===== src/rtl/tx_piso_serializer.sv =====
// ---------------------------------------------------------------------------
// tx_piso_serializer
//
// Transmit-side 10-bit parallel-in / serial-out serializer. Sits between the
// 8b/10b encoder and the line driver. Code groups arrive on a valid/ready
// handshake into a one-word holding buffer. They are shifted out LSB first,
// one bit per BitCLK. When no data is waiting at a word boundary, a K28.5
// comma idle is inserted. Idles alternate between RD- and RD+ so the receiver
// keeps word alignment.
//
// Ports
//   BitCLK         in   bit-rate clock, all state on its rising edge
//   Reset          in   synchronous active-high reset
//   TxParallel_10  in   [9:0] code group, bit 0 goes on the wire first
//   TxValid        in   TxParallel_10 is valid
//   TxReady        out  combinational, high when the holding buffer is free
//   Serial         out  registered serial line bit
//   WordStart      out  registered, high while Serial carries bit 0 of a group
//   TxIdle         out  registered, high for every bit of an inserted idle
// ---------------------------------------------------------------------------
module tx_piso_serializer (
  input  logic       BitCLK,
  input  logic       Reset,
  input  logic [9:0] TxParallel_10,
  input  logic       TxValid,
  output logic       TxReady,
  output logic       Serial,
  output logic       WordStart,
  output logic       TxIdle
);

  // K28.5 comma code groups, bit 0 ('a') is transmitted first.
  localparam logic [9:0] IDLE_NEG = 10'b0101111100;
  localparam logic [9:0] IDLE_POS = 10'b1010000011;

  // Last bit index of a code group; reaching it means the next edge reloads.
  localparam logic [3:0] LAST_BIT = 4'd9;

  // Shift word and bit pointer.
  logic [9:0] word_q, word_d;
  logic [3:0] bitcnt_q, bitcnt_d;

  // One-entry holding buffer between the handshake and the shifter.
  logic [9:0] hold_q, hold_d;
  logic       hold_full_q, hold_full_d;

  // Idle disparity selector and the "active word is an idle" marker.
  logic       idle_sel_q, idle_sel_d;
  logic       word_is_idle_q, word_is_idle_d;

  // Registered line outputs.
  logic       serial_q, serial_d;
  logic       word_start_q, word_start_d;
  logic       tx_idle_q, tx_idle_d;

  // Decoded control.
  logic       accept;
  logic       boundary;
  logic       cur_bit;
  logic [9:0] idle_word;

  // TxReady is forced high during reset so upstream sees a free buffer.
  // Accepts are still blocked because accept also qualifies on ~Reset.
  assign TxReady = ~hold_full_q | Reset;

  assign accept  = TxValid & TxReady & ~Reset;

  // Counter values 10..15 cannot occur in normal operation. They are
  // treated as a boundary so a corrupted counter recovers within one edge.
  assign boundary = (bitcnt_q >= LAST_BIT);

  // An out-of-range counter would index past the word, so drive 0 instead.
  assign cur_bit = (bitcnt_q <= LAST_BIT) ? word_q[bitcnt_q] : 1'b0;

  assign idle_word = idle_sel_q ? IDLE_POS : IDLE_NEG;

  // Next-state logic. Each edge emits the current bit and updates the
  // pointer. At a word boundary the shift word is reloaded with this
  // priority:
  //   1. a buffered word from the holding register,
  //   2. a word handed over on this very edge (bypasses the buffer),
  //   3. a comma idle, which also flips the idle disparity.
  // On other edges an accepted word is parked in the holding register.
  always_comb begin
    word_d         = word_q;
    bitcnt_d       = bitcnt_q;
    hold_d         = hold_q;
    hold_full_d    = hold_full_q;
    idle_sel_d     = idle_sel_q;
    word_is_idle_d = word_is_idle_q;

    serial_d       = cur_bit;
    word_start_d   = (bitcnt_q == 4'd0);
    tx_idle_d      = word_is_idle_q;

    if (boundary) begin
      bitcnt_d = 4'd0;
      if (hold_full_q) begin
        word_d         = hold_q;
        hold_full_d    = 1'b0;
        word_is_idle_d = 1'b0;
      end else if (accept) begin
        word_d         = TxParallel_10;
        word_is_idle_d = 1'b0;
      end else begin
        word_d         = idle_word;
        word_is_idle_d = 1'b1;
        idle_sel_d     = ~idle_sel_q;
      end
    end else begin
      bitcnt_d = bitcnt_q + 4'd1;
      if (accept) begin
        hold_d      = TxParallel_10;
        hold_full_d = 1'b1;
      end
    end
  end

  // State registers. Reset parks the pointer on the last bit, so the first
  // edge after release is a boundary that loads either data or IDLE_NEG.
  // Any partly sent word and any buffered word are dropped.
  always_ff @(posedge BitCLK) begin
    if (Reset) begin
      word_q         <= 10'd0;
      bitcnt_q       <= LAST_BIT;
      hold_q         <= 10'd0;
      hold_full_q    <= 1'b0;
      idle_sel_q     <= 1'b0;
      word_is_idle_q <= 1'b0;
      serial_q       <= 1'b0;
      word_start_q   <= 1'b0;
      tx_idle_q      <= 1'b0;
    end else begin
      word_q         <= word_d;
      bitcnt_q       <= bitcnt_d;
      hold_q         <= hold_d;
      hold_full_q    <= hold_full_d;
      idle_sel_q     <= idle_sel_d;
      word_is_idle_q <= word_is_idle_d;
      serial_q       <= serial_d;
      word_start_q   <= word_start_d;
      tx_idle_q      <= tx_idle_d;
    end
  end

  assign Serial    = serial_q;
  assign WordStart = word_start_q;
  assign TxIdle    = tx_idle_q;

endmodule


===== config.mk =====
export PLATFORM = sky130hd
export DESIGN_NAME = tx_piso_serializer
export DESIGN_NICKNAME = d
export VERILOG_FILES = /design/src/rtl/tx_piso_serializer.sv
export SDC_FILE = /design/constraint.sdc
export NUM_CORES = 1
export LEC_CHECK = 0
export BUFFER_PORTS_ARGS = -buffer_cell sky130_fd_sc_hd__buf_2
export CAP_MARGIN = 30
export CORE_UTILIZATION = 45
export DETAILED_ROUTE_END_ITERATION = 6
export GPL_TIMING_DRIVEN = 0
export PLACE_DENSITY = 0.75
export RECOVER_POWER = 100
export SETUP_SLACK_MARGIN = 0.15
export SKIP_CTS_REPAIR_TIMING = 1
export SLEW_MARGIN = 15
export SYNTH_ARGS = -nofsm -noshare
export SYNTH_HDL_FRONTEND = slang
export SYNTH_SLANG_ARGS = --single-unit

===== constraint.sdc =====
create_clock -name BitCLK -period 5 [get_ports BitCLK]
set_input_delay 0.5 -clock BitCLK [delete_from_list [all_inputs] [get_ports BitCLK]]
set_output_delay 0.5 -clock BitCLK [all_outputs]
set_load 0.02 [all_outputs]

==> results by group <==
Outcome
  • Status: complete, no violations

Global routing
  • First-pass GRT wire length: roughly 5 mm
  • Largest net degree at the start of global routing: 11
  • Initial antenna violation count: 0
  • Vias in the first global route: 1111
  • Met1 Usage GRT: between 20% and 30%
  • Busiest layer in global routing: met2
  • Total gr overflow: 0
  • GRT met2 Usage: 30.5%
  • GRT Util Overall: 19.6%
  • Met3 Track Usage GR: 6.55%

Critical path
  • Worst setup SP type: register
  • Crit path kind: reg -> reg
  • Element type at the critical path end: register
  • Worst Path Max Fanout: 10
  • Worst path required time: roughly 5.2 ns
  • Worst r2r path cells: 8
  • Crit path arrival time: 2.69 ns

Floorplanning
  • Area of the core: about 3100 µm²
  • Top Ports: 17
  • Row count: 20
  • Starting Density: between 40% and 50%
  • Die extent in y: 59.1 µm
  • Die ar.: ~3500 µm²
  • Width of the die: 59.1 µm

Clocking
  • Num CTS Buffers: 5
  • H-Tree Depth: 2
  • Root Buffer: clkbuf_4
  • Clock buffer depth: 2
  • Clock Latency Late Sink: between 0.3 and 0.4 ns
  • CTS tree: done
  • TritonCTS sink count: 30
  • Clock-pin slew on the worst setup and hold paths: 0.09 ns

Detailed routing
  • DR vias: 1151
  • Residual DRC count: 0
  • Vias/cell: 5.18
  • Total iterations of the first detailed-routing run: 4
  • Drt wl/cell: 13.2 µm
  • DRT iter0 DRCs: 35
  • Antenna Violating Nets Remaining: 0
  • Drt total wl: 2.92 mm

STA
  • Worst-Margin Slew: 0.725 ns
  • Worst hold slack: approximately 0.42 ns
  • Clock Skew: 0.00598 ns
  • Slew headroom: approximately 52%
  • Period Utilization, post-route: 49.6%
  • # setup viols final: 0
  • Min cycle time layout: ~2.5 ns
  • Setup TNS: 0 ns
  • Max frequency: 403 MHz
  • Final hold violation count: 0
  • Slew Limit Fails: 0
  • RSZ-0062 raised after global routing: no

Power
  • Power per cell area: about 350 nW/µm²
  • Combinational power share: roughly 24%
  • Int Pwr: 386 µW
  • Psw: 168 µW
  • Clock share of power: 25.3%
  • Register share of total power: 50.2%
  • Switching Share: 30.4%
  • VDD IR max: roughly 0.21 mV
  • Leakage: 0.606 nW

Finish
  • Number of fillers in the final layout: 303
  • # nets final: about 200
  • Share of cells above drive strength 1: between 10% and 20%
  • Final cell area excluding filler cells: 1610 µm²
  • Area growth, synth to finish: 9.47%
  • Ant. Diodes: 0

Logic synthesis
  • Main combinational cell family by area after synthesis: simple AND/OR/NAND/NOR gates
  • Gate Count Post-Synth: 156
  • Xor/xnor share of the synthesized area: 1.19%
  • Mapped Area: 1470 µm²
  • Avg Inst Size Synth: 9.40 µm²
  • Async set or reset register ratio after synthesis: 0%
  • Top_reg_cell synth: dfxtp_1
  • EDFF count, synth: 0
  • Post-synthesis simple-gate area fraction: 21.2%
  • Register bit count reported by yosys: 30
  • Synth cell types: 35
  • Ys Warns: 0
  • Post-synthesis compound-gate area fraction: 13.7%
  • Syn_nets: 172
  • Seq/Total Area, Yosys: 41.0%
  • Mux contribution to synthesized area: 13.5%
  • Synth Area in Adders: 2.56%

Worst hold path
  • WHS Path Cells: 3
  • Hold Crit Class: in -> reg

Run
  • Max-Cap Viols: 0

Placement
  • GP Congestion: 0.785
  • Hpwl dp: around 2.1 mm
  • Area post-placement: 1600 µm²
  • Port bufs: 16
==> per-layer routing <==
layer	vias to the layer above	wire length [µm]	share of wire, %
met2	22	1340	46
met1	529	1430	49
li1	594	-	-
met5	-	0	0
met3	6	112	3.8
met4	0	40	1.4
==> cells by family (layout without fill, tap and decap cells) <==
logic type,after synthesis,count (layout)
mux,19,19
simple gates,57,57
compound gates,28,28
buf+inv,17,39
fa+ha+maj,3,3
xor+xnor,2,2
flops,30,30
==> cells in the mapped netlist (2+ instances only) <==
library cell	count	area, µm²
ha_1	3	37.5
a31oi_1	2	12.5
inv_1	2	7.51
a211oi_1	12	90.1
buf_6	4	45.0
nand2b_1	7	43.8
nor3_1	6	30.0
buf_2	2	10.0
nand3_1	3	15.0
o211ai_1	4	30.0
nor2_1	19	71.3
a21oi_1	5	25.0
mux2i_1	13	130
dfxtp_1	30	601
mux2_2	6	67.6
nor3_2	2	20.0
nand2_1	7	26.3
nor3b_1	6	45.0
clkbuf_1	7	26.3
==> state kept, by name (all words and copies together) (netlist names) <==
signal	cells
Serial	1
TxIdle	1
WordStart	1
bitcnt_q	4
hold_full_q	1
hold_q	10
idle_sel_q	1
tx_idle_d	1
word_q	10
==> critical path: stages, from the launching register on <==
cell,delay [ns]
dfxtp_1,0.33
clkbuf_1,0.21
inv_1,0.14
ha_1,0.19
or3b_1,0.44
a21oi_2,0.16
clkbuf_1,0.56
mux2i_1,0.27
nor2_1,0.05
==> layout make-up <==
type	instances	area, µm²	share of cell area, %
Clock buffer	6	51.3	3.20
Inverter	2	7.51	0.468
Buffer	15	65.1	4.05
Multi-Input combinational cell	109	751	46.8
Sequential cell	30	601	37.4
Timing Repair Buffer	16	75.1	4.68
Tap cell	44	55.1	3.43
==> through the flow <==
stage / total power [mW] / cells / setup WS (ns) / utilization, %
6_report: 0.554 / 222 / 2.52 / 52.2
3_3_place_gp: 0.426 / 216 / 2.77 / 52.0
4_1_cts: 0.573 / 222 / 2.72 / 53.7
5_1_grt: 0.590 / 222 / 2.28 / 52.2
3_5_place_dp: 0.431 / 216 / 2.73 / 52.0
2_1_floorplan: 0.396 / 156 / 3.14 / -
==> cell usage in the layout, fill, tap and decap left out, types with 2 or more instances in the layout <==
master / n
nand3_1: 3
nor2_1: 19
a21oi_1: 5
nand2b_1: 7
ha_1: 3
a31oi_1: 2
mux2i_1: 13
o211ai_1: 4
mux2_2: 6
clkbuf_1: 17
nor3b_1: 7
nor3_1: 7
a211oi_1: 12
buf_2: 13
dfxtp_1: 30
nand2_1: 7
inv_1: 2
clkbuf_4: 5
==> power groups by stage <==
stage          combinational (mW)  sequential [mW]  clock [mW]
3_5_place_dp                0.147            0.284           0
3_3_place_gp                0.143            0.283           0
6_report                    0.136            0.278       0.140
5_1_grt                     0.153            0.281       0.156
4_1_cts                     0.148            0.278       0.146
2_1_floorplan               0.114            0.283           0
==> final timing paths <==
path / startpoint / to / slack, ns
worst max-delay path: bitcnt_q[0] / hold_q[5] / 2.52
worst min-delay path: TxParallel_10[0] / hold_q[0] / 0.42
worst max register to register: bitcnt_q[0] / hold_q[5] / 2.52
worst min register to register: tx_idle_d / tx_idle_d / 0.45
Note: power is estimated with default switching activity, not from simulation.
